--- config.mk ---
export PLATFORM = sky130hd
export DESIGN_NAME = scoreboard_regfile
export DESIGN_NICKNAME = d
export VERILOG_FILES = /design/src/rtl/scoreboard_regfile.sv
export SDC_FILE = /design/constraint.sdc
export NUM_CORES = 1
export LEC_CHECK = 0
export ABC_CLOCK_PERIOD_IN_PS = 5390
export CORE_MARGIN = 4
export CORE_UTILIZATION = 40
export DETAILED_ROUTE_END_ITERATION = 8
export SKIP_LAST_GASP = 1
export SLEW_MARGIN = 20
export SYNTH_ARGS = -nofsm -noshare
export SYNTH_HDL_FRONTEND = slang
export SYNTH_SLANG_ARGS = --single-unit
--- constraint.sdc ---
create_clock -name clk -period 5.39 [get_ports clk]
set_clock_uncertainty 0.1 [all_clocks]
set_input_delay 0.539 -clock clk [delete_from_list [all_inputs] [get_ports clk]]
set_output_delay 0.539 -clock clk [all_outputs]
set_load 0.05 [all_outputs]
--- src/rtl/scoreboard_regfile.sv ---
// -----------------------------------------------------------------------------
// scoreboard_regfile
//   Register file with two combinational read ports and one writeback port,
//   plus a per-register "pending write" scoreboard used by an issue stage to
//   detect RAW (busyN) and WAW (waw_hit) hazards.
//
// Parameters
//   DATA_W   : width of each register
//   ADDR_W   : register address width, depth = 2**ADDR_W
//   BYPASS   : 1 = a same-cycle writeback is forwarded to the read ports
//   ZERO_REG : 1 = register 0 is hardwired to zero and never becomes busy
//
// Ports
//   clk                : single clock, all state changes on the rising edge
//   rst                : synchronous active-high reset
//   rd_addr1/rd_addr2  : read addresses
//   rd_data1/rd_data2  : read data (combinational)
//   busy1/busy2        : pending-write status of the addressed registers
//   wr_en/wr_addr/wr_data : writeback strobe, address and data
//   iss_en/iss_addr    : issue strobe and destination register to mark pending
//   waw_hit            : issue targets a register that is already pending
//   busy_cnt           : number of pending registers (registered)
// -----------------------------------------------------------------------------
module scoreboard_regfile #(
  parameter int DATA_W   = 16,
  parameter int ADDR_W   = 4,
  parameter bit BYPASS   = 1'b1,
  parameter bit ZERO_REG = 1'b1
) (
  input  logic              clk,
  input  logic              rst,
  input  logic [ADDR_W-1:0] rd_addr1,
  input  logic [ADDR_W-1:0] rd_addr2,
  output logic [DATA_W-1:0] rd_data1,
  output logic [DATA_W-1:0] rd_data2,
  output logic              busy1,
  output logic              busy2,
  input  logic              wr_en,
  input  logic [ADDR_W-1:0] wr_addr,
  input  logic [DATA_W-1:0] wr_data,
  input  logic              iss_en,
  input  logic [ADDR_W-1:0] iss_addr,
  output logic              waw_hit,
  output logic [ADDR_W:0]   busy_cnt
);

  localparam int              DEPTH    = 32'd1 << ADDR_W;
  localparam logic [ADDR_W-1:0] ZERO_IDX = {ADDR_W{1'b0}};
  localparam logic [ADDR_W:0]   CNT_ONE  = {{ADDR_W{1'b0}}, 1'b1};

  logic [DATA_W-1:0] regFile_r [DEPTH];
  logic [DEPTH-1:0]  busy_r;
  logic [ADDR_W:0]   busyCnt_r;

  logic              wrEff_s;
  logic              issEff_s;
  logic              cntInc_s;
  logic              cntDec_s;
  logic [DEPTH-1:0]  busyNext_s;

  logic [ADDR_W-1:0] rdAddr_s [2];
  logic [DATA_W-1:0] rdData_s [2];
  logic              rdBusy_s [2];

  assign rdAddr_s[0] = rd_addr1;
  assign rdAddr_s[1] = rd_addr2;
  assign rd_data1    = rdData_s[0];
  assign rd_data2    = rdData_s[1];
  assign busy1       = rdBusy_s[0];
  assign busy2       = rdBusy_s[1];
  assign busy_cnt    = busyCnt_r;

  // Qualify write/issue strobes: the hardwired zero register absorbs both.
  always_comb begin
    wrEff_s  = 1'b0;
    issEff_s = 1'b0;
    if (ZERO_REG && (wr_addr == ZERO_IDX)) begin
      wrEff_s = 1'b0;
    end else begin
      wrEff_s = wr_en;
    end
    if (ZERO_REG && (iss_addr == ZERO_IDX)) begin
      issEff_s = 1'b0;
    end else begin
      issEff_s = iss_en;
    end
  end

  // Next busy vector and counter step; the issue is applied after the clear
  // so a same-address issue+writeback leaves the register pending.
  always_comb begin
    busyNext_s = busy_r;
    if (wrEff_s) begin
      busyNext_s[wr_addr] = 1'b0;
    end else begin
      busyNext_s = busy_r;
    end
    if (issEff_s) begin
      busyNext_s[iss_addr] = 1'b1;
    end else begin
      busyNext_s[iss_addr] = busyNext_s[iss_addr];
    end
    // Only a 0->1 transition counts up; re-issue of a busy register is net 0.
    cntInc_s = issEff_s && !busy_r[iss_addr];
    // A clear is cancelled when the same register is re-issued this cycle.
    cntDec_s = wrEff_s && busy_r[wr_addr] &&
               !(issEff_s && (iss_addr == wr_addr));
  end

  // Register array, scoreboard bits and pending counter.
  always_ff @(posedge clk) begin
    if (rst) begin
      for (int i = 32'sd0; i < DEPTH; i++) begin
        regFile_r[i] <= {DATA_W{1'b0}};
      end
      busy_r    <= {DEPTH{1'b0}};
      busyCnt_r <= {(ADDR_W+1){1'b0}};
    end else begin
      if (wrEff_s) begin
        regFile_r[wr_addr] <= wr_data;
      end
      busy_r <= busyNext_s;
      case ({cntInc_s, cntDec_s})
        2'b10:   busyCnt_r <= busyCnt_r + CNT_ONE;
        2'b01:   busyCnt_r <= busyCnt_r - CNT_ONE;
        default: busyCnt_r <= busyCnt_r;
      endcase
    end
  end

  // Read ports: zero register first, then forwarding (still active during
  // reset), then reset masking, then the stored state.
  always_comb begin
    for (int p = 32'sd0; p < 32'sd2; p++) begin
      rdData_s[p] = {DATA_W{1'b0}};
      rdBusy_s[p] = 1'b0;
      if (ZERO_REG && (rdAddr_s[p] == ZERO_IDX)) begin
        rdData_s[p] = {DATA_W{1'b0}};
        rdBusy_s[p] = 1'b0;
      end else if (BYPASS && wr_en && (wr_addr == rdAddr_s[p])) begin
        // The value is arriving now, so the consumer need not wait for it.
        rdData_s[p] = wr_data;
        rdBusy_s[p] = 1'b0;
      end else if (rst) begin
        rdData_s[p] = {DATA_W{1'b0}};
        rdBusy_s[p] = 1'b0;
      end else begin
        rdData_s[p] = regFile_r[rdAddr_s[p]];
        rdBusy_s[p] = busy_r[rdAddr_s[p]];
      end
    end
  end

  // WAW detect against the current scoreboard; suppressed while in reset.
  always_comb begin
    waw_hit = 1'b0;
    if (rst) begin
      waw_hit = 1'b0;
    end else begin
      waw_hit = issEff_s && busy_r[iss_addr];
    end
  end

endmodule

---- Word-level counts from Yosys, hierarchy flattened ----
Memory sizes are Yosys's and may differ from the RTL's.
Index checks and enable logic that the tools add are counted.
storage, ports and cells
  bits in registers ....................... 21
  RAM bits ................................ 256
  input port bits ......................... 36
  output and inout bits ................... 40
  word-level logic and storage cells ...... 77
  memories kept ........................... 1
operators by class
  add/sub/neg operators ................... 2
  magnitude comparators ................... 6
  equal/unequal tests ..................... 5
  multiplexer cells ....................... 41
  bitwise logic cells ..................... 3
  reductions and logical operators ........ 17
memories
  memory     depth  width  read ports  clocked after memory_dff  write ports  RTL line  source
  regFile_r  16     16     2           0                         16           51        logic [DATA_W-1:0] regFile_r [DEPTH];
operators by type and width
  kind                                                                                  count
  16-bit two-way mux                                                                    9
  1-bit two-way mux                                                                     22
  1-bit binary-select mux with 4-bit select                                             5
  4-bit by 5-bit < comparator with 1-bit output (second input constant)                 4
  16-bit AND                                                                            1
  16-bit bitwise mux                                                                    1
  4-bit zero test                                                                       4
  16-bit inverter                                                                       1
  16-bit OR                                                                             1
  16-bit OR reduction                                                                   1
  4-bit == test                                                                         3
  5-bit case mux with 2 select lines                                                    1
  1-bit logical AND                                                                     9
  1-bit demux with 4-bit select                                                         2
  4-bit by 1-bit greater-or-equal comparator with 1-bit output (second input constant)  2
  5-bit by 1-bit adder with 5-bit output (second input constant)                        1
  5-bit by 1-bit subtractor with 5-bit output (second input constant)                   1
  4-bit two-way mux                                                                     1
  2-bit by 1-bit == test with 1-bit output (second input constant)                      1
  2-bit == test (second input constant)                                                 1
  1-bit zero test                                                                       2
  2-bit nonzero test                                                                    1

---- Longest topological paths before layout ----
  depth in word-level cells ............... 11
  gate-level depth with buffers ........... 14
  mapped depth without buffers ............ 12

---- Worst setup path before layout ----
Ideal clock, no wire load.
  kind .................................... input to register
  start ................................... in wr_addr[0]
  end ..................................... reg busyCnt_r[4] (netlist: busy_cnt[4])
  library setup time ...................... 70 ps
  arrival time ............................ 3206 ps
  data required time ...................... 5220 ps
  slack ................................... 2014 ps
  stages .................................. 11
  path buffers ............................ 1
  path through ............................ buf_6 -> mux4_2 -> mux4_2 -> nor2b_1 -> ha_1 -> fa_1 -> a21o_1 -> a21oi_1 -> xor2_1 -> or3_1 -> a21oi_1
on the way
  cells in the longest elaborated chain, start to end .. 6
  elaborated cells on any way between the ends .. 13
  those cells by class .................... eq/ne: 3; mux: 4; reduce/logical: 6
ends and longest elaborated chain
  item                                                                       RTL line  source
  from (decl)                                                                39        input logic [ADDR_W-1:0] wr_addr,
  1-bit binary-select mux with 4-bit select, or another cell as far along    106       cntDec_s = wrEff_s && busy_r[wr_addr] &&
  1-bit two-way mux (not written as such), or another cell as far along      106
  1-bit logical AND or 1-bit zero test (tied branches)                       106, 107
  1-bit logical AND *                                                        106
  2-bit by 1-bit == test with 1-bit output or 2-bit == test (tied branches)  123       case ({cntInc_s, cntDec_s})
  5-bit case mux with 2 select lines or 2-bit nonzero test (tied branches)   --
  to (signal assigned)                                                       124       2'b10: busyCnt_r <= busyCnt_r + CNT_ONE;
  to (signal assigned)                                                       125       2'b01: busyCnt_r <= busyCnt_r - CNT_ONE;
  to (signal assigned)                                                       126       default: busyCnt_r <= busyCnt_r;
  to (decl)                                                                  53        logic [ADDR_W:0] busyCnt_r;
Mark *: on every way between the ends. The rest lies on a longest branch, timed or not. The select of a mux whose other input is x is not followed.
A chain may end at the register's enable or synchronous reset.

---- Worst setup path in the final report ----
  start ................................... in wr_addr[1]
  end ..................................... out rd_data2[9]
on the way
  cells in the longest elaborated chain, start to end .. 4
ends and longest elaborated chain
  item                RTL line  source
  4-bit == test       140       end else if (BYPASS && wr_en && (wr_addr == rdAddr_s[p])) begin
  1-bit logical AND   140
  16-bit two-way mux  140
  16-bit two-way mux  137       if (ZERO_REG && (rdAddr_s[p] == ZERO_IDX)) begin
  to (decl)           35        output logic [DATA_W-1:0] rd_data2,
Every way passes these cells.

==> key figures <==
Critical path
  – Critical Path Slowest Stage Cell: clkdlybuf4s50_1
  – Critical Path Max Stage Delay: 0.85 ns
  – Worst setup path class: input pin to primary output
  – Worst setup path start: wr_addr[1]
  – Most frequent CP cell: clkdlybuf4s50_1
  – CP Capture Type: primary output
  – Worst path required time: 4.75 ns
  – RR Endpoint: busy_cnt[4]
  – Critical-path cell list: clkdlybuf4s50_1 -> xnor2_1 -> nand2_1 -> nor4_2 -> nor2b_2 -> buf_4 -> a22o_1 -> clkdlybuf4s50_1
  – CP Buf/Inv Count: 3
  – R2R Setup Slk: 2.14 ns
  – Crit path max-delay family: buffers and inverters
  – Startpoint types: input pin
  – R2r startpoint: busy_r[11]
  – CP Max Fanout: 15
  – Worst EP arrival: 3.92 ns
  – Reg2Reg Depth: 10

Timing
  – Min cycle time layout: 4.56 ns
  – Final worst path period share: 84.7%
  – Slew Limit Fails: 0
  – Hold slack: 0.347 ns
  – Setup TNS: 0 ns
  – Final WS setup: 0.826 ns
  – Worst slew pin tran: 1.10 ns
  – RSZ-0062 raised after global routing: false
  – Headroom to the max-slew limit: 26.4%
  – Fmax: 0.219 GHz
  – Final Setup Violations: 0
  – Final Hold Fails: 0

Synth
  – Syn avg cell area: 14.2 sq um
  – Xor/xnor share of the synthesized area: 0.890%
  – Most frequent cell after synthesis: edfxtp_1
  – Leading area contributor after synthesis: edfxtp_1
  – Top_reg_cell synth: edfxtp_1
  – Asr flop ratio synth: 0%
  – Post-synth top cells: 256 x edfxtp_1, 243 x and2_1, 140 x mux4_2
  – Mapped Cells: 1,110
  – Distinct cells, synth: 60
  – Share of the synthesized area in the top cell type: between 40% and 50%
  – Seq/Total Area, Yosys: 51.5%
  – Mux contribution to synthesized area: 21.0%
  – FF+latch count, synth: about 280
  – Syn Std Cell Area: 0.0157 sq mm
  – Adder and majority gate portion of the synthesized area: 0.445%
  – Dominant cells by area after synthesis: edfxtp_1 49%, mux4_2 20%, and2_1 9.7%
  – Largest family of logic cells by synthesized area: multiplexers
  – Complex-gate fraction of the synthesized area: 8.20%
  – Number of synthesis warnings: 0
  – Number of synthesized flops with an enable pin: 256
  – Simple-gate share of the synthesized area: 14.1%

Detailed routing
  – DR WL/cell: about 29 um
  – Pre-Repair DR Iteration Count: 5
  – Drt initial violations: 1,004
  – Via-to-Cell Ratio: 6.00
  – DR vias: about 10,000
  – Post-route ant nets: 0
  – Post-Route WL: 48.5 mm
  – Post-route DRC: 0

Global routing
  – Total GRT Usage: about 23%
  – Largest net degree at the start of global routing: 55
  – Number of global-route vias before repair: roughly 11,000
  – First-pass GRT wire length: 71.6 mm
  – GRT overflow: 0
  – Initial antenna violation count: 1

Floorplan
  – Starting Density: 40.6%
  – Chip Width: 206 um
  – Num rows: just over 70
  – DIE HEIGHT: 206 um
  – Die ar.: 0.0426 sq mm
  – Top Ports: 76
  – Core area: 0.0387 sq mm

Power and ir drop
  – Switching part of the total power: ~27%
  – Internal power: 3860 uW
  – Net switching power: 1450 uW
  – Worst IR Drop VDD: ~0.26 mV
  – Leakage power: 0.00619 uW
  – Pwr/cell area: 297 mW/mm^2
  – Combinational Power Share: 15.9%
  – Clock Power Share: 36.3%
  – Overall power: roughly 5300 uW
  – Seq pwr share: roughly 48%

Clock tree
  – Clock transition at path regs: 0.06 ns
  – Cts bufs inserted: 29
  – Depth of the CTS H-tree: 1
  – Post-CTS Setup Inserts: 0
  – Clk sinks: 277
  – Root buf cell: clkbuf_16
  – CTS Buffer Depth: 3
  – Worst skew pair latency: 0.57 ns
  – CTS tree: yes
  – Post-CTS sizing: 0
  – # hold bufs at CTS: 0

Min path
  – Hold path cells: 2
  – Hold Path End: busy_r[1]
  – Hold Crit Class: input pin to flop
  – Worst hold path startpoint: rst

Flow run
  – MaxCap Viol Count: 0

Layout
  – Layout cells sized above 1: 23.8%
  – Multi-input logic area: just over 0.007 sq mm
  – Sequential Area: between 0.008 and 0.009 sq mm
  – Inserted Diodes: 0
  – Layout Area Growth over Synthesis: 13.7%
  – Final core occ: 46.2%
  – Final net count: around 1,200
  – # fillers: 3,357

Outcome
  – Status: completed

Place
  – I/O Buffers: 75
  – DP HPWL: 29.8 mm
  – Dpl ws: 0.783 ns
  – RePlAce Congestion: 0.853
## how the worst max path moves through the flow
stage / end / cells past startpoint / slack (ns)
global route: rd_data2[5] / 8 / 0.67
global placement: rd_data2[5] / 8 / 0.82
floorplan: busy_cnt[4] / 11 / 2.01
finish: rd_data2[9] / 8 / 0.83
detailed placement: rd_data2[9] / 7 / 0.78
CTS: rd_data2[9] / 7 / 0.77
## state kept, by name, indices dropped and copies added (netlist names)
signal,count
busy_r,16
regFile_r,256
busy_cnt,5
## power groups by stage
stage / Sequential, uW / Clock, uW / Combinational [uW]
3_5_place_dp: 2590 / 0 / 844
6_report: 2540 / 1930 / 843
5_1_grt: 2560 / 2040 / 890
4_1_cts: 2540 / 1940 / 847
2_1_floorplan: 2570 / 0 / 562
3_3_place_gp: 2580 / 0 / 842
## routing by layer
metal | up-vias | track usage [%] | wire length [um]
met5 | - | 0 | 0
met4 | 0 | 6.65 | 1520
met3 | 98 | 3.78 | 3510
met2 | 452 | 39.5 | 24600
met1 | 5249 | 30.0 | 18900
li1 | 4409 | - | -
## metrics by stage
step           cells  cell area (sq um)
6_report        1702              17900
5_1_grt         1702              17900
4_1_cts         1701              17900
3_5_place_dp    1647              17000
3_3_place_gp    1646              17000
2_1_floorplan   1125              15800
## kinds of logic (layout without fill, tap and decap cells)
kind of cell | Yosys count | in the layout
compound gates | 172 | 172
xor+xnor | 16 | 16
fa+ha+maj | 5 | 5
buf+inv | 112 | 171
flops | 277 | 277
mux | 155 | 155
other cells | 1 | 16
simple gates | 372 | 372
## area by class of cell
type | count | area share [%]
flip-flops and latches | 277 | 45.3
multi-input cells | 736 | 40.4
repair buffers | 111 | 5.62
clock buffers | 33 | 4.14
well taps | 518 | 3.62
clock inverters | 21 | 0.846
inverters | 6 | 0.126
## placed cells by master, fill, tap and decap left out, types with 6 or more instances in the layout
| master | n |
|---|---|
| edfxtp_1 | 256 |
| and2_1 | 244 |
| mux4_2 | 140 |
| a22oi_1 | 62 |
| clkdlybuf4s50_1 | 54 |
| buf_4 | 52 |
| nand2_1 | 47 |
| a22o_1 | 32 |
| clkbuf_16 | 29 |
| dfxtp_1 | 21 |
| nor2_1 | 18 |
| conb_1 | 16 |
| a21oi_1 | 14 |
| o21ai_0 | 13 |
| xor2_1 | 12 |
| clkinv_2 | 11 |
| nor3_4 | 10 |
| mux2i_1 | 10 |
| o21bai_2 | 10 |
| nor2b_1 | 9 |
| a211oi_1 | 8 |
| nand2b_1 | 7 |
| nor3_1 | 6 |
| nor2_2 | 6 |
No activity file was read; power rests on OpenSTA's default activity.
